File: config.mk
export PLATFORM = sky130hd
export DESIGN_NAME = piezo_alert_sched_flat
export DESIGN_NICKNAME = d
export VERILOG_FILES = /design/src/rtl/piezo_alert_sched_pkg.sv /design/src/rtl/piezo_alert_sched_if.sv /design/src/rtl/alert_holdoff_tmr.sv /design/src/rtl/piezo_alert_sched.sv /design/src/flat_wrapper.sv
export SDC_FILE = /design/constraint.sdc
export NUM_CORES = 1
export LEC_CHECK = 0
export ABC_AREA = 1
export CORE_MARGIN = 3
export CORE_UTILIZATION = 50
export DETAILED_ROUTE_END_ITERATION = 7
export GPL_ROUTABILITY_DRIVEN = 0
export GPL_TIMING_DRIVEN = 0
export HOLD_SLACK_MARGIN = 0.08
export PLACE_DENSITY = 0.67
export SLEW_MARGIN = 20
export SYNTH_ARGS = -nofsm -noshare
export SYNTH_HDL_FRONTEND = slang
export SYNTH_HIERARCHICAL = 1
export SYNTH_SLANG_ARGS = --single-unit
File: constraint.sdc
create_clock -name clk -period 6.5 [get_ports clk]
set_clock_uncertainty 0.05 [all_clocks]
set_input_delay 0.975 -clock clk [delete_from_list [all_inputs] [get_ports clk]]
set_output_delay 0.975 -clock clk [all_outputs]
set_load 0.05 [all_outputs]
File: src/rtl/piezo_alert_sched_pkg.sv
// Shared types and constants for the piezo alert scheduler.
//   tune_t          tune selector presented to the tone player
//   state_t         scheduler FSM states
//   pick_tune()     fixed-priority requester encoder (FAST > BATT > STEER)
package piezo_alert_sched_pkg;

    typedef enum logic [1:0] {
        TuneNone  = 2'd0,
        TuneSteer = 2'd1,
        TuneBatt  = 2'd2,
        TuneFast  = 2'd3
    } tune_t;

    typedef enum logic [2:0] {
        StIdle,
        StStart,
        StPlay,
        StAbort,
        StAbortWait,
        StHoldoff
    } state_t;

    localparam int unsigned REPEAT_CLKS_DEF = 150_000_000;  // 3 s at 50 MHz
    localparam int unsigned FAST_SIM_STEP   = 64;
    localparam int unsigned CNT_W           = 28;

    function automatic tune_t pick_tune(logic fast, logic batt, logic steer);
        if (fast)       return TuneFast;
        else if (batt)  return TuneBatt;
        else if (steer) return TuneSteer;
        else            return TuneNone;
    endfunction

endpackage

File: src/rtl/piezo_alert_sched_if.sv
// Request and tone-player handshake bundle for the alert scheduler.
//   too_fast, batt_low, en_steer   alert request levels
//   tune_busy, tune_done           player status (level, 1-clk pulse)
//   tune_start, tune_abort         player commands (1-clk pulses)
//   tune_sel                       selected tune, held while playing
//   alert_act                      scheduler is busy with an alert
// slave: the scheduler. master: the environment (requesters + player).
interface piezo_alert_sched_if;
    import piezo_alert_sched_pkg::*;

    logic  too_fast;
    logic  batt_low;
    logic  en_steer;
    logic  tune_busy;
    logic  tune_done;
    logic  tune_start;
    tune_t tune_sel;
    logic  tune_abort;
    logic  alert_act;

    modport slave (
        input  too_fast, batt_low, en_steer, tune_busy, tune_done,
        output tune_start, tune_sel, tune_abort, alert_act
    );

    modport master (
        output too_fast, batt_low, en_steer, tune_busy, tune_done,
        input  tune_start, tune_sel, tune_abort, alert_act
    );

endinterface

File: src/rtl/alert_holdoff_tmr.sv
// Saturating repeat-holdoff counter.
//   clk, rst   clock, asynchronous active-high reset
//   clr        zero the counter (takes priority over en)
//   en         add step to the counter this clk
//   step       increment per enabled clk
//   expired    counter has reached LIMIT
// Reset preloads LIMIT so the first request after reset is not held off.
module alert_holdoff_tmr
    import piezo_alert_sched_pkg::*;
#(
    parameter int unsigned LIMIT = REPEAT_CLKS_DEF
) (
    input  logic             clk,
    input  logic             rst,
    input  logic             clr,
    input  logic             en,
    input  logic [CNT_W-1:0] step,
    output logic             expired
);

    logic [CNT_W-1:0] cnt_q, cnt_d;
    logic [CNT_W:0]   sum;

    always_comb begin
        sum   = {1'b0, cnt_q} + {1'b0, step};
        cnt_d = cnt_q;
        if (clr) begin
            cnt_d = '0;
        end else if (en) begin
            // Carry out means the add would wrap: pin at all-ones instead.
            cnt_d = sum[CNT_W] ? '1 : sum[CNT_W-1:0];
        end
    end

    always_ff @(posedge clk or posedge rst) begin
        if (rst) cnt_q <= CNT_W'(LIMIT);
        else     cnt_q <= cnt_d;
    end

    // >= rather than == since a step of 64 can jump past LIMIT.
    assign expired = (cnt_q >= CNT_W'(LIMIT));

endmodule

File: src/rtl/piezo_alert_sched.sv
// Alert scheduler for the shared piezo tone player.
//   clk, rst   clock, asynchronous active-high reset
//   bus        piezo_alert_sched_if.slave: alert requests in, player status in,
//              tune_start/tune_sel/tune_abort commands and alert_act out
// Arbitrates too_fast > batt_low > en_steer, enforces the repeat holdoff after
// non-FAST tunes and aborts a lower-priority tune when too_fast rises.
module piezo_alert_sched
    import piezo_alert_sched_pkg::*;
#(
    parameter bit          FAST_SIM    = 1'b0,
    parameter int unsigned REPEAT_CLKS = REPEAT_CLKS_DEF
) (
    input logic                 clk,
    input logic                 rst,
    piezo_alert_sched_if.slave  bus
);

    state_t           state_q, state_d;
    tune_t            sel_q, sel_d;
    logic             too_fast_q;
    logic             fast_rise;
    logic             expired;
    logic [CNT_W-1:0] step;

    assign fast_rise = bus.too_fast & ~too_fast_q;
    assign step      = FAST_SIM ? CNT_W'(FAST_SIM_STEP) : CNT_W'(1);

    // Holdoff runs from the end of a tune: cleared on START, frozen while
    // playing, counting in IDLE/HOLDOFF until it saturates.
    alert_holdoff_tmr #(
        .LIMIT (REPEAT_CLKS)
    ) u_holdoff (
        .clk     (clk),
        .rst     (rst),
        .clr     (state_q == StStart),
        .en      ((state_q == StIdle) || (state_q == StHoldoff)),
        .step    (step),
        .expired (expired)
    );

    always_comb begin
        state_d = state_q;
        sel_d   = sel_q;
        unique case (state_q)
            StIdle: begin
                if (bus.too_fast) begin
                    state_d = StStart;
                    sel_d   = TuneFast;
                end else if (expired && (bus.batt_low || bus.en_steer)) begin
                    state_d = StStart;
                    sel_d   = pick_tune(1'b0, bus.batt_low, bus.en_steer);
                end
            end
            StStart: state_d = StPlay;
            StPlay: begin
                if (bus.tune_done) begin
                    if (sel_q == TuneFast && bus.too_fast) begin
                        // Still over speed: repeat FAST straight away so the
                        // alert stays active without a gap through IDLE.
                        state_d = StStart;
                        sel_d   = TuneFast;
                    end else if (sel_q == TuneFast || fast_rise) begin
                        state_d = StIdle;
                        sel_d   = TuneNone;
                    end else begin
                        state_d = StHoldoff;
                    end
                end else if (fast_rise && sel_q != TuneFast) begin
                    state_d = StAbort;
                end
            end
            StAbort: state_d = StAbortWait;
            StAbortWait: begin
                if (!bus.tune_busy) begin
                    state_d = StStart;
                    sel_d   = TuneFast;
                end
            end
            StHoldoff: begin
                if (bus.too_fast) begin
                    state_d = StStart;
                    sel_d   = TuneFast;
                end else if (expired) begin
                    state_d = StIdle;
                    sel_d   = TuneNone;
                end
            end
            default: begin
                state_d = StIdle;
                sel_d   = TuneNone;
            end
        endcase
    end

    always_ff @(posedge clk or posedge rst) begin
        if (rst) begin
            state_q    <= StIdle;
            sel_q      <= TuneNone;
            too_fast_q <= 1'b0;
        end else begin
            state_q    <= state_d;
            sel_q      <= sel_d;
            too_fast_q <= bus.too_fast;
        end
    end

    assign bus.tune_start = (state_q == StStart);
    assign bus.tune_abort = (state_q == StAbort);
    assign bus.tune_sel   = sel_q;
    assign bus.alert_act  = !((state_q == StIdle) || (state_q == StHoldoff));

endmodule
File: src/flat_wrapper.sv
// flat-port wrapper written by rule: the top's interface ports become plain ports
module piezo_alert_sched_flat import piezo_alert_sched_pkg::*;
#(
    parameter bit          FAST_SIM    = 1'b0,
    parameter int unsigned REPEAT_CLKS = REPEAT_CLKS_DEF
)
  (clk, rst, bus_too_fast, bus_batt_low, bus_en_steer, bus_tune_busy, bus_tune_done, bus_tune_start, bus_tune_sel, bus_tune_abort, bus_alert_act);
  piezo_alert_sched_if bus_i ();
  input logic clk;
  input logic rst;
  input wire logic [$bits(bus_i.too_fast)-1:0] bus_too_fast;
  input wire logic [$bits(bus_i.batt_low)-1:0] bus_batt_low;
  input wire logic [$bits(bus_i.en_steer)-1:0] bus_en_steer;
  input wire logic [$bits(bus_i.tune_busy)-1:0] bus_tune_busy;
  input wire logic [$bits(bus_i.tune_done)-1:0] bus_tune_done;
  output wire logic [$bits(bus_i.tune_start)-1:0] bus_tune_start;
  output wire logic [$bits(bus_i.tune_sel)-1:0] bus_tune_sel;
  output wire logic [$bits(bus_i.tune_abort)-1:0] bus_tune_abort;
  output wire logic [$bits(bus_i.alert_act)-1:0] bus_alert_act;
  assign bus_i.too_fast = bus_too_fast;
  assign bus_i.batt_low = bus_batt_low;
  assign bus_i.en_steer = bus_en_steer;
  assign bus_i.tune_busy = bus_tune_busy;
  assign bus_i.tune_done = bus_tune_done;
  assign bus_tune_start = bus_i.tune_start;
  assign bus_tune_sel = bus_i.tune_sel;
  assign bus_tune_abort = bus_i.tune_abort;
  assign bus_alert_act = bus_i.alert_act;
  piezo_alert_sched #(.FAST_SIM(FAST_SIM), .REPEAT_CLKS(REPEAT_CLKS)) u_core (.clk(clk), .rst(rst), .bus(bus_i));
endmodule
==> summary.md <==
| Metric | Value |
|---|---|
| CP Launch Type | `register` |
| Cell Chain, Critical Path | `inv_2 -> nand2_1 -> nor2_1 -> clkdlybuf4s50_1` |
| Initial Utilization | `0.5340` |
| Final min period | `2996 ps` |
| Crit path kind | `register to output port` |
| Most used DFF post-synth | `dfrtp_1` |
| Area leader, netlist | `nand2_1` |
| PostCTS Resize Cnt | `0` |
| Number of synthesized register bits | `34` |
| Rows | `30` |
| Largest net degree at the start of global routing | `29` |
| First drt pass iteration count | `5` |
| Layout area overhead | `11.75%` |
| Clock latency on the worst-skew pair | `290 ps` |
| Share of layout cells above drive strength 1 | `0.06686` |
| DRC viols | `0` |
| Number of port buffers | `11` |
| Total clock sinks | `34` |
| Outcome | `complete, no violations` |
| # Max-Cap Violations | `0` |
| Core area | `7019 um^2` |
| Max stage delay on crit path | `830 ps` |
| Final hold vios | `0` |
| Hold path start | `u_core/u_holdoff/cnt_q[14]` |
| Global-route wire length before repair | `15900 um` |
| Crit path arrival time | `1970 ps` |
| Vias | `3780` |
| CTS Root Cell | `clkbuf_8` |
| Hold_buf cts | `0` |
| DP HPWL | `7577 um` |
| Antenna violations before repair | `0` |
| Hold Path Cell Cnt | `2` |
| Vias/cell | `4.821` |
| Ports | `12` |
| Detail Route Antenna Nets | `0` |
| Synth cell count leaders | `nand2_1, inv_1, nand3_1, nor2_1, ha_1` |
| Ys async rst share | `1.000` |
| Synth Instances | `642` |
| YS warnings | `6` |
| Final setup viols | `0` |
| End of the worst hold path | `u_core/u_holdoff/cnt_q[14]` |
| Antenna cell count | `0` |
| Util after Layout | `0.5968` |
| Setup TNS Final | `0 ps` |
| Die W | `92.59 um` |
| Design area | `4189 um^2` |
| Total Routing Usage GR | `0.2296` |
| Final Net Count | `723` |
| Count leader, synth | `nand2_1` |
| DR WL/cell | `11.83 um` |
| Dpl cell area | `4080 um^2` |
| Source of the worst register-to-register timing path | `u_core/state_q[2]` |
| Max Fclk | `333.8 MHz` |
| Syn Area/Cell | `5.839 um^2` |
| Netlist cell types | `35` |
| Static Leak | `2.531 nW` |
| Cell Area, Synth | `3749 um^2` |
| Slew headroom | `0.5374` |
| Clock transition at path regs | `70 ps` |
| H-tree lvl count | `2` |
| Layout fillers | `730` |
| Tcrit/Tclk final | `0.4609` |
| CTS Buffer Depth | `2` |
| Final hold slack | `432.3 ps` |
| Max Slew Vio Count | `0` |
| CP Data Required Time | `5470 ps` |
| Die Ht | `92.59 um` |
| Sequential Area | `863.3 um^2` |
| Worst min-delay path class | `register to register` |
| Number of global-route vias before repair | `3500` |
| IR drop worst, VDD | `248.4 uV` |
| Area occupied by multi-input gates | `2524 um^2` |
| RSZ-0062 raised after global routing | `false` |
| Pwr Total | `2.288 mW` |
| CP max stage cell | `clkdlybuf4s50_1` |
| PwrDens | `546.2 nW/um^2` |
| Critical path fanouts, max | `5` |
| Register area share after synthesis | `0.2303` |
| Total grt overflow | `0` |
| Iteration-0 DRC count of the detailed router | `165` |
| CTS tree | `built` |
| Synth area leaders | `nand2_1, dfrtp_1, inv_1, ha_1, dfstp_2` |
| Number of post-CTS setup repair buffers | `0` |
| Reg2reg end | `u_core/u_holdoff/cnt_q[12]` |
| Number of enable flip-flop cells after synthesis | `0` |
| Critical Path End Type | `output port` |
| CTS buffer count | `5` |
| Worst reg-to-reg setup slack | `3970 ps` |
| Share of the synthesized area in the top cell type | `0.2784` |
| Die ar. | `8572 um^2` |
| Worst reg2reg path depth | `8` |
| Pin slew with the least headroom to its limit | `691.4 ps` |
| Routed WL | `9276 um` |
[cell usage in the layout, fill, tap and decap left out, drive strengths merged]
master	Yosys	final
o21bai	4	4
a21oi	20	20
clkdlybuf4s50	0	11
buf	2	2
dfrtp	24	24
nand3	48	48
xor2	9	9
xnor2	3	3
dfstp	10	10
inv	115	115
nand3b	7	7
or4	1	1
conb	2	29
fa	1	1
nand2	286	286
clkbuf	3	8
o21ai	16	16
o211ai	2	2
nand4	6	6
clkinv	1	3
o22ai	1	1
nor3	2	2
a21boi	2	2
bufinv	0	1
ha	28	28
nor2	47	47
a21o	2	2
[flip-flops by register name, indices dropped and copies added (netlist names)]
name / flops
u_core/u_holdoff/cnt_q: 28
u_core/state_q: 3
u_core/bus.tune_sel: 2
u_core/too_fast_q: 1
[power by group]
part / leakage, nW / switching (mW) / total [mW] / internal, mW
Sequential: 0.398 / 0.0851 / 0.438 / 0.353
Clock: 0.0579 / 0.0829 / 0.196 / 0.113
Combinational: 2.07 / 1.08 / 1.65 / 0.575
Total: 2.53 / 1.25 / 2.29 / 1.04
[cells by family after synthesis]
kind of cell / after synthesis / share of synthesized area
buffers and inverters: 121 / 0.1235
adders and majority gates: 29 / 0.09880
and+or+nand+nor: 397 / 0.4466
xor gates and xnor gates: 12 / 0.02804
other: 2 / 0.002003
AOI/OAI and AO/OA: 47 / 0.07076
DFF: 34 / 0.2303
[per-layer routing]
metal | GRT usage | wire length (um) | up-vias
met5 | 0 | 0 | -
li1 | - | - | 2030
met1 | 0.2973 | 4494 | 1666
met2 | 0.4030 | 4262 | 75
met3 | 0.03087 | 403 | 9
met4 | 0.05446 | 116 | 0
[critical path: cells and delay by family, from the launching register on]
kind | cells | cell delay (ps)
buffers and inverters | 2 | 950
flip-flops | 1 | 450
AND/OR/NAND/NOR | 2 | 280
[per-stage QoR]
stage / std cells / setup slack (ps)
after floorplan: 669 / 3961
after global placement: 776 / 3830
after detailed placement: 776 / 3828
after CTS: 784 / 3505
after global routing: 784 / 3417
final: 784 / 3504
[final cells by class]
| type | count | share of cell area |
|---|---|---|
| well taps | 96 | 0.02867 |
| plain buffers | 5 | 0.006571 |
| flip-flops and latches | 34 | 0.2061 |
| clock buffers | 5 | 0.01643 |
| multi-input cells | 514 | 0.6024 |
| clock inverters | 3 | 0.009558 |
| repair buffers | 11 | 0.02628 |
| inverters | 116 | 0.1039 |
[worst max-delay path by stage]
| stage | from | to | cells past startpoint |
|---|---|---|---|
| final | u_core/state_q[2] | bus_tune_start | 4 |
| after global routing | u_core/state_q[2] | bus_tune_start | 4 |
| after CTS | u_core/state_q[2] | bus_tune_start | 4 |
| after detailed placement | u_core/state_q[2] | bus_tune_start | 4 |
| after global placement | u_core/state_q[2] | bus_tune_start | 4 |
| after floorplan | u_core/state_q[2] | u_core/u_holdoff/cnt_q[0] | 8 |
No activity file was read; power rests on OpenSTA's default activity.
